`src/rtl/mp_adder_seq_if.sv`:
```
// Operand/result handshake bundle for the multi-precision sequential adder.
// W must equal N*K of the attached mp_adder_seq.
interface mp_adder_seq_if #(
   parameter int W = 16
);
   logic         in_valid;
   logic         in_ready;
   logic [W-1:0] a;
   logic [W-1:0] b;
   logic         sub;
   logic         c_in;
   logic         out_valid;
   logic         out_ready;
   logic [W-1:0] y;
   logic         c_out;
   logic         ovf;

   modport master (
      output in_valid, a, b, sub, c_in, out_ready,
      input  in_ready, out_valid, y, c_out, ovf
   );

   modport slave (
      input  in_valid, a, b, sub, c_in, out_ready,
      output in_ready, out_valid, y, c_out, ovf
   );
endinterface

```
`src/rtl/mp_adder_seq.sv`:
```
// Multi-precision add/subtract: one N-bit chunk per cycle through a single
// Kogge-Stone prefix adder, with the chunk carry registered between cycles.

module pa #(
   parameter int N = 4
) (
   input  logic [N-1:0] a,
   input  logic [N-1:0] b,
   input  logic         c_in,
   output logic [N-1:0] y,
   output logic         c_out
);
   localparam int L = $clog2(N);

   logic [N:0] c;

   // Level gl holds group generate/propagate over a span of 2^gl bits ending at each position.
   for (genvar gl = 0; gl <= L; gl++) begin : lvl
      logic [N-1:0] g;
      logic [N-1:0] p;
      if (gl == 0) begin : g_init
         assign g = a & b;
         assign p = a ^ b;
      end else begin : g_comb
         localparam int D = 1 << (gl - 1);
         for (genvar gi = 0; gi < N; gi++) begin : g_bit
            if (gi >= D) begin : g_merge
               assign g[gi] = lvl[gl-1].g[gi] | (lvl[gl-1].p[gi] & lvl[gl-1].g[gi-D]);
               assign p[gi] = lvl[gl-1].p[gi] & lvl[gl-1].p[gi-D];
            end else begin : g_pass
               assign g[gi] = lvl[gl-1].g[gi];
               assign p[gi] = lvl[gl-1].p[gi];
            end
         end
      end
   end

   assign c[0] = c_in;
   for (genvar gi = 0; gi < N; gi++) begin : g_carry
      assign c[gi+1] = lvl[L].g[gi] | (lvl[L].p[gi] & c_in);
   end

   assign y     = lvl[0].p ^ c[N-1:0];
   assign c_out = c[N];
endmodule

module mp_adder_seq #(
   parameter int N = 4,
   parameter int K = 4
) (
   input  logic          clk,
   input  logic          reset,
   mp_adder_seq_if.slave bus
);
   localparam int W  = N * K;
   localparam int CW = (K > 1) ? $clog2(K) : 1;

   typedef enum logic [1:0] {
      IDLE,
      RUN,
      DONE
   } state_t;

   state_t        state_reg;
   logic [W-1:0]  a_reg;
   logic [W-1:0]  b_reg;
   logic [W-1:0]  y_reg;
   logic          carry_reg;
   logic          c_out_reg;
   logic          ovf_reg;
   logic [CW-1:0] cnt_reg;

   logic [N-1:0]  pa_a;
   logic [N-1:0]  pa_b;
   logic [N-1:0]  pa_y;
   logic          pa_c_out;
   logic          last_chunk;

   assign pa_a       = a_reg[int'(cnt_reg) * N +: N];
   assign pa_b       = b_reg[int'(cnt_reg) * N +: N];
   assign last_chunk = (cnt_reg == CW'(K - 1));

   pa #(
      .N (N)
   ) u_pa (
      .a     (pa_a),
      .b     (pa_b),
      .c_in  (carry_reg),
      .y     (pa_y),
      .c_out (pa_c_out)
   );

   // Handshake flags come straight from the state register, never from inputs.
   assign bus.in_ready  = (state_reg == IDLE);
   assign bus.out_valid = (state_reg == DONE);
   assign bus.y         = y_reg;
   assign bus.c_out     = c_out_reg;
   assign bus.ovf       = ovf_reg;

   always_ff @(posedge clk or posedge reset) begin
      if (reset) begin
         state_reg <= IDLE;
         a_reg     <= '0;
         b_reg     <= '0;
         y_reg     <= '0;
         carry_reg <= 1'b0;
         c_out_reg <= 1'b0;
         ovf_reg   <= 1'b0;
         cnt_reg   <= '0;
      end else begin
         unique case (state_reg)
            IDLE: begin
               if (bus.in_valid) begin
                  a_reg     <= bus.a;
                  // Subtraction is A + ~B + 1, so the +1 rides in as carry-in.
                  b_reg     <= bus.sub ? ~bus.b : bus.b;
                  carry_reg <= bus.sub | bus.c_in;
                  cnt_reg   <= '0;
                  state_reg <= RUN;
               end
            end
            RUN: begin
               y_reg[int'(cnt_reg) * N +: N] <= pa_y;
               carry_reg                      <= pa_c_out;
               if (last_chunk) begin
                  c_out_reg <= pa_c_out;
                  ovf_reg   <= (a_reg[W-1] == b_reg[W-1]) & (pa_y[N-1] != a_reg[W-1]);
                  state_reg <= DONE;
               end else begin
                  cnt_reg <= cnt_reg + 1'b1;
               end
            end
            DONE: begin
               if (bus.out_ready) begin
                  state_reg <= IDLE;
               end
            end
            default: begin
               state_reg <= IDLE;
            end
         endcase
      end
   end
endmodule

```
`src/flat_wrapper.sv`:
```
// flat-port wrapper written by rule: the top's interface ports become plain ports
module mp_adder_seq_flat 
#(
   parameter int N = 4,
   parameter int K = 4
)
  (clk, reset, bus_in_valid, bus_a, bus_b, bus_sub, bus_c_in, bus_out_ready, bus_in_ready, bus_out_valid, bus_y, bus_c_out, bus_ovf);
  mp_adder_seq_if #(.W(16)) bus_i ();
  input  logic clk;
  input  logic reset;
  input wire logic [$bits(bus_i.in_valid)-1:0] bus_in_valid;
  input wire logic [$bits(bus_i.a)-1:0] bus_a;
  input wire logic [$bits(bus_i.b)-1:0] bus_b;
  input wire logic [$bits(bus_i.sub)-1:0] bus_sub;
  input wire logic [$bits(bus_i.c_in)-1:0] bus_c_in;
  input wire logic [$bits(bus_i.out_ready)-1:0] bus_out_ready;
  output wire logic [$bits(bus_i.in_ready)-1:0] bus_in_ready;
  output wire logic [$bits(bus_i.out_valid)-1:0] bus_out_valid;
  output wire logic [$bits(bus_i.y)-1:0] bus_y;
  output wire logic [$bits(bus_i.c_out)-1:0] bus_c_out;
  output wire logic [$bits(bus_i.ovf)-1:0] bus_ovf;
  assign bus_i.in_valid = bus_in_valid;
  assign bus_i.a = bus_a;
  assign bus_i.b = bus_b;
  assign bus_i.sub = bus_sub;
  assign bus_i.c_in = bus_c_in;
  assign bus_i.out_ready = bus_out_ready;
  assign bus_in_ready = bus_i.in_ready;
  assign bus_out_valid = bus_i.out_valid;
  assign bus_y = bus_i.y;
  assign bus_c_out = bus_i.c_out;
  assign bus_ovf = bus_i.ovf;
  mp_adder_seq #(.N(N), .K(K)) u_core (.clk(clk), .reset(reset), .bus(bus_i));
endmodule
```
`config.mk`:
```
export PLATFORM = sky130hd
export DESIGN_NAME = mp_adder_seq_flat
export DESIGN_NICKNAME = d
export VERILOG_FILES = /design/src/rtl/mp_adder_seq_if.sv /design/src/rtl/mp_adder_seq.sv /design/src/flat_wrapper.sv
export SDC_FILE = /design/constraint.sdc
export NUM_CORES = 1
export LEC_CHECK = 0
export ABC_AREA = 1
export BUFFER_PORTS_ARGS = -buffer_cell sky130_fd_sc_hd__buf_2
export CAP_MARGIN = 20
export CORE_MARGIN = 1.5
export CORE_UTILIZATION = 30
export DETAILED_ROUTE_END_ITERATION = 10
export GPL_TIMING_DRIVEN = 0
export PLACE_DENSITY = 0.55
export SETUP_SLACK_MARGIN = 0.3
export SYNTH_ARGS = -nofsm -noshare
export SYNTH_HDL_FRONTEND = slang
export SYNTH_HIERARCHICAL = 1
export SYNTH_SLANG_ARGS = --single-unit
```
`constraint.sdc`:
```
create_clock -name clk -period 3.3 [get_ports clk]
set_clock_uncertainty 0.2 [all_clocks]
set_input_delay 0.165 -clock clk [delete_from_list [all_inputs] [get_ports clk]]
set_output_delay 0.165 -clock clk [all_outputs]
set_load 0.01 [all_outputs]
```
### Yosys cells after proc, flatten, opt, wreduce, memory -nomap -nowiden

Cells that the tools add are included.

* add/subtract/negate cells: 2
* equality and inequality tests: 9
* shift-type cells: 4
* mux-type cells: 11
* bitwise operators: 29
* reductions and logical operators: 7

Operators with widths (number)
* $neg A4 Y33: 1
* $shift A4 B33 Y16 const A: 1
* $shiftx A4 B33 Y16: 1
* $shiftx A16 B5 Y4: 2
* $bwmux W16: 1
* $mux W16: 1
* $not A16 Y16: 1
* $and A1 B1 Y1: 15
* $mux W2: 5
* $or A1 B1 Y1: 10
* $xor A4 B4 Y4: 2
* $ne A2 B2 Y1 const B: 3
* $pmux W2 S3: 1
* $reduce_and A2 Y1: 3
* $reduce_and A3 Y1: 2
* $and A4 B4 Y4: 1
* $eq A2 B2 Y1 const B: 2
* $pmux W2 S2: 1
* $add A2 B1 Y2 const B: 1
* $eq A2 B1 Y1 const B: 1
* $logic_not A2 Y1: 1
* $ne A2 B1 Y1 const B: 1
* $pmux W1 S2: 1
* $reduce_bool A2 Y1: 1
* 3 further kinds: 3

* flip-flop bits (word level): 55
* input bits: 38
* output and inout port bits: 20

### Depth between registers and ports, before layout

* depth after elaboration: 9
* depth in mapped cells: 19
* mapped depth without buffers: 17

### By module

Netlist, hierarchy kept.

Modules (own cells, without submodules)
* mp_adder_seq: instances 1, cells an instance 337, area an instance 2803.9 um2, seq. area each 1376.3 um2
* pa: instances 1, cells an instance 27, area an instance 170.2 um2, seq. area each 0.0 um2

### Worst setup path before layout

Ideal clock, no wire load.

* path kind: register to register
* start point: register u_core.cnt_reg[0]
* end point: register u_core.y_reg[7], in the netlist u_core/bus.y[7]
* setup time: 65 ps
* data arrival time: 2162 ps
* slack: 873 ps
* cell stages (with the launch flop): 16
* period minus slack after synthesis: 2427 ps
* cell sequence: dfrtp_1 > buf_4 > inv_1 > buf_2 > nand2_1 > o211ai_1 > nand2_1 > ha_1 > or2_0 > nand2_1 > nand3_1 > nand2_1 > inv_1 > nor3_1 > nand2_1 > nand2_1

* longest elaborated chain between the ends: 9
* elaborated cells on any way between the ends: 24
* those cells by class: 1 x add/sub; 4 x shift; 1 x mux; 18 x bitwise

RTL lines
* start, declared: line mp_adder_seq.sv:71 `logic [CW-1:0] cnt_reg;`
* start signal, assigned: line mp_adder_seq.sv:130 `cnt_reg <= cnt_reg + 1'b1;`
* $shiftx A16 B5 Y4 *: line mp_adder_seq.sv:79 `assign pa_a = a_reg[int'(cnt_reg) * N +: N];`
* net u_core.pa_a[2]: line mp_adder_seq.sv:73 `logic [N-1:0] pa_a;`
* $xor A4 B4 Y4: line mp_adder_seq.sv:23 `assign p = a ^ b;`
* $and A1 B1 Y1 (on tied branches): line mp_adder_seq.sv:28, mp_adder_seq.sv:29
* $or A1 B1 Y1 (tied with other cells): line mp_adder_seq.sv:28 `assign g[gi] = lvl[gl-1].g[gi] | (lvl[gl-1].p[gi] & lvl[gl-1].g[gi-D]);`
* $or A1 B1 Y1 or $and A1 B1 Y1 (tied branches): line mp_adder_seq.sv:28, mp_adder_seq.sv:40
* $or A1 B1 Y1 *: line mp_adder_seq.sv:40 `assign c[gi+1] = lvl[L].g[gi] | (lvl[L].p[gi] & c_in);`
* $xor A4 B4 Y4 *: line mp_adder_seq.sv:43 `assign y = lvl[0].p ^ c[N-1:0];`
* net u_core.pa_y[3]: line mp_adder_seq.sv:75 `logic [N-1:0] pa_y;`
* $shiftx A4 B33 Y16 *: line mp_adder_seq.sv:123 `y_reg[int'(cnt_reg) * N +: N] <= pa_y;`
* $bwmux W16 *: line mp_adder_seq.sv:123
* end signal, assigned by index: line mp_adder_seq.sv:123
* end, declared: line mp_adder_seq.sv:67 `logic [W-1:0] y_reg;`

Mark *: on every way through the listed nets, which the timed path passes. The rest lies on a longest branch.
A chain may end at the register's enable or synchronous reset.

### Worst setup path in the final report

* start point: register u_core.cnt_reg[0]
* end point: register u_core.ovf_reg, in the netlist u_core/bus.ovf

* longest elaborated chain between the ends: 9
* elaborated cells on any way between the ends: 17
* those cells by class: 2 x eq/ne; 2 x shift; 12 x bitwise; 1 x reduce/logical

RTL lines
* $shiftx A16 B5 Y4 *: line mp_adder_seq.sv:79
* net u_core.pa_a[2]: line mp_adder_seq.sv:73
* $xor A4 B4 Y4: line mp_adder_seq.sv:23
* $and A1 B1 Y1 (on tied branches): line mp_adder_seq.sv:28, mp_adder_seq.sv:29
* $or A1 B1 Y1 (tied with other cells): line mp_adder_seq.sv:28
* $or A1 B1 Y1 or $and A1 B1 Y1 (tied branches): line mp_adder_seq.sv:28, mp_adder_seq.sv:40
* $or A1 B1 Y1 *: line mp_adder_seq.sv:40
* $xor A4 B4 Y4 *: line mp_adder_seq.sv:43
* net u_core.pa_y[3]: line mp_adder_seq.sv:75
* $ne A1 B1 Y1 *: line mp_adder_seq.sv:127 `ovf_reg <= (a_reg[W-1] == b_reg[W-1]) & (pa_y[N-1] != a_reg[W-1]);`
* $and A1 B1 Y1 *: line mp_adder_seq.sv:127
* end signal, assigned: line mp_adder_seq.sv:127
* end, declared: line mp_adder_seq.sv:70 `logic ovf_reg;`

Marked as above.

==> results.md <==
- Final ANT Viol Nets: 0
- Worst EP arrival: roughly 2800 ps
- Worst-Margin Slew: 566 ps
- Gr usage total: between 10 and 15%
- CTS tree: yes
- CTS H-Tree Depth: 2
- CP Max Fanout: 10
- Relative slew margins: 62.2%
- First-pass GRT wire length: 11.9 mm
- DR DRC count: 0
- Drt first pass iters: 4
- CTS Buf Count: 5
- Cell taking the most area after synthesis: dfrtp_1
- Yosys cell types: 27
- Setup Fix Bufs, Post-CTS: 0
- IO Port Bufs: 55
- Die W: between 100 and 150 µm
- Flop pwr share: 30.3%
- Setup Slack @ Placement: 468 ps
- Routed vias: 2633
- Most common cell in the netlist: nand2_1
- Row count: 36
- N_diodes: 0
- Post-DR vias/cell: between 4 and 5
- Initial Utilization: 30.7%
- Predominant post-synthesis flop cell: dfrtp_1
- Core Area: 9680 µm²
- CP Cell Sequence: buf_4 -> inv_1 -> clkbuf_4 -> nand2_1 -> o211ai_1 -> nand2_1 -> ha_1 -> or2_0 -> nand2_1 -> nand2_1 -> nand2_1 -> nand2_1 -> inv_1 -> nand3_1 -> nand2_1 -> nand2_1 -> nand2_1
- Starting DRT DRC Count: roughly 80
- Leak: 2.04 nW
- Reg2reg setup slack: 530 ps
- Switching portion of total power: 46.9%
- Final Max Slew Viols: 0
- Layout cells sized above 1: 18.3%
- Crit path kind: reg -> reg
- Warnings, synthesis: 6
- Clock transition at the registers of the reported paths: 100 ps
- Largest cells by area after synthesis: dfrtp_1 (46%), nand2_1 (17%), xnor2_1 (4.7%)
- NetSw: 1.81 mW
- Required time of the critical path: 3350 ps
- CP endpoint kind: flip-flop
- Aggregate routed wire length: 7.01 mm
- Post-synth ARST share: 100%
- Clock share of power: 10.7%
- Clk Latency, worst-skew pair: just over 300 ps
- Vias in the first global route: 2532
- Combinational Power Share: 58.9%
- Gate Count Post-Synth: around 360
- Syn_area_per_cell: 8.17 µm²
- Clock sinks: 55
- Hold endpoint: u_core/a_reg[12]
- Nets: 516
- Global route total overflow: 0
- CTS Buffer Depth: 2
- Int Pwr: 2.04 mW
- Post-route setup slack: ~530 ps
- Final min period: 2770 ps
- DR WL/cell: 11.6 µm
- Share of the synthesized area in the top cell type: a little under half
- Util after Layout: 40.9%
- Status: complete, no violations
- CP Launch Type: flip-flop
- Cell area after synthesis: 2970 µm²
- Worst vdd ir: 0.372 mV
- Hold Path Class: in -> reg
- Flops & latches, synth: 55
- Worst hold path startpoint: bus_in_valid
- P&R area growth vs syn: 33.2%
- Largest net degree at the start of global routing: 30
- CP max-delay cell: dfrtp_1
- DP HPWL: roughly 5.3 mm
- Pwr dens: 972 nW/µm²
- EDFF count, synth: 0
- Die area: around 11000 µm²
- Die Y: 103 µm
- Fmax: 361 MHz
- Max-cap violations: 0
- Hold Slack: 14.9 ps
- Sequential area share after synthesis: between 40% and 50%
- Worst hold stages: 3
- Final hold vios: 0
- Tcrit/Tclk final: between 80% and 90%
- CP delay by family, top: simple AND/OR/NAND/NOR gates
- Initial antenna violation count: 0
- Worst R2R End: u_core/bus.ovf
- Most frequent cell on the critical path: nand2_1
- CP bufs+invs: 4
- Syn nets: a little over 400
- Io pins: 58
- CP max stage delay: about 400 ps
- Setup TNS: 0 ps
- RR Startpoint: u_core/cnt_reg[0]
- CTS root buf: clkbuf_8
- RSZ-0062 raised after global routing: no
- Routability congestion estimate: 0.849
- Final setup fails: 0
- Post-synth top cells: nand2_1 (134), dfrtp_1 (55), inv_1 (29)
- Reg2Reg Depth: 17
-- worst reg2reg max path, cell delays in order, from the launching register on --
cell	delay, ps
dfrtp_1	410
buf_4	180
inv_1	170
clkbuf_4	240
nand2_1	80
o211ai_1	80
nand2_1	90
ha_1	360
or2_0	230
nand2_1	90
nand2_1	50
nand2_1	50
nand2_1	90
inv_1	140
nand3_1	80
nand2_1	70
nand2_1	50
nand2_1	50
-- cell families after synthesis --
| family | share of synthesized area [%] |
|---|---|
| DFF | 46.3 |
| adders and majority gates | 4.46 |
| xor gates and xnor gates | 5.01 |
| AOI/OAI and AO/OA | 9.68 |
| and+or+nand+nor | 26.5 |
| buffers and inverters | 8.08 |
-- layer usage --
metal / GRT usage, % / part of all wire [%] / up-vias
met5: 0 / 0 / -
met4: 3.79 / 0.80 / 0
met3: 2.37 / 3.0 / 5
met2: 25.0 / 48 / 42
met1: 18.9 / 48 / 1222
li1: - / - / 1364
-- power groups by stage --
stage | logic, mW | registers (mW) | clock network [mW]
floorplan | 1.59 | 1.19 | 0
CTS | 2.26 | 1.17 | 0.426
finish | 2.27 | 1.17 | 0.413
global placement | 2.17 | 1.18 | 0
detailed placement | 2.20 | 1.18 | 0
global route | 2.60 | 1.21 | 0.449
-- per-stage QoR --
stage               area [µm²]  instances  total power [mW]
floorplan                 2970        364              2.78
global placement          3420        552              3.35
detailed placement        3440        553              3.39
CTS                       3950        602              3.86
global route              3960        602              4.26
finish                    3960        602              3.85
-- what timing repair did --
item                       in CTS  in global routing
gates resized for setup         0                  3
setup endpoints to repair       0                  5
hold endpoints to repair       59                  0
hold buffers                   41                  0
-- cell usage in the layout (no fill, tap or decap) --
cell type and count:
a21oi_1 2, buf_12 1, buf_2 57, buf_4 6
buf_6 5, clkbuf_1 2, clkbuf_4 2, clkbuf_8 7
clkinvlp_4 1, dfrtp_1 55, dlygate4sd3_1 41, fa_1 1
ha_1 9, inv_1 28, inv_2 1, nand2_1 134
nand2_4 1, nand3_1 20, nand3_4 1, nand4_1 6
nor2_1 20, nor2_2 1, nor2_4 1, nor3_1 2
nor3_2 2, o211ai_1 12, o21a_1 8, o21ai_0 8
o21ai_1 16, o31ai_1 1, or2_0 1, xnor2_1 16
xor2_1 1
-- worst max path at each step --
| stage | startpoint | end | slack [ps] | cells after the start |
|---|---|---|---|---|
| 2_1_floorplan | u_core/cnt_reg[0] | u_core/bus.y[7] | 870 | 15 |
| 3_3_place_gp | u_core/cnt_reg[0] | u_core/bus.y[7] | 470 | 15 |
| 3_5_place_dp | u_core/cnt_reg[0] | u_core/bus.y[7] | 470 | 15 |
| 4_1_cts | u_core/cnt_reg[0] | u_core/bus.y[7] | 430 | 15 |
| 5_1_grt | u_core/cnt_reg[0] | u_core/bus.y[15] | 310 | 15 |
| 6_report | u_core/cnt_reg[0] | u_core/bus.ovf | 530 | 17 |
-- area by class of cell --
| cell class | instances | area (µm²) |
|---|---|---|
| fillers | 1037 | 5720 |
| flip-flops and latches | 55 | 1380 |
| multi-input cells | 263 | 1370 |
| repair buffers | 97 | 706 |
| well taps | 133 | 166 |
| plain buffers | 17 | 134 |
| inverters | 29 | 109 |
| clock buffers | 7 | 96.3 |
| clock inverters | 1 | 7.51 |
(Power assumes the default switching activity.)
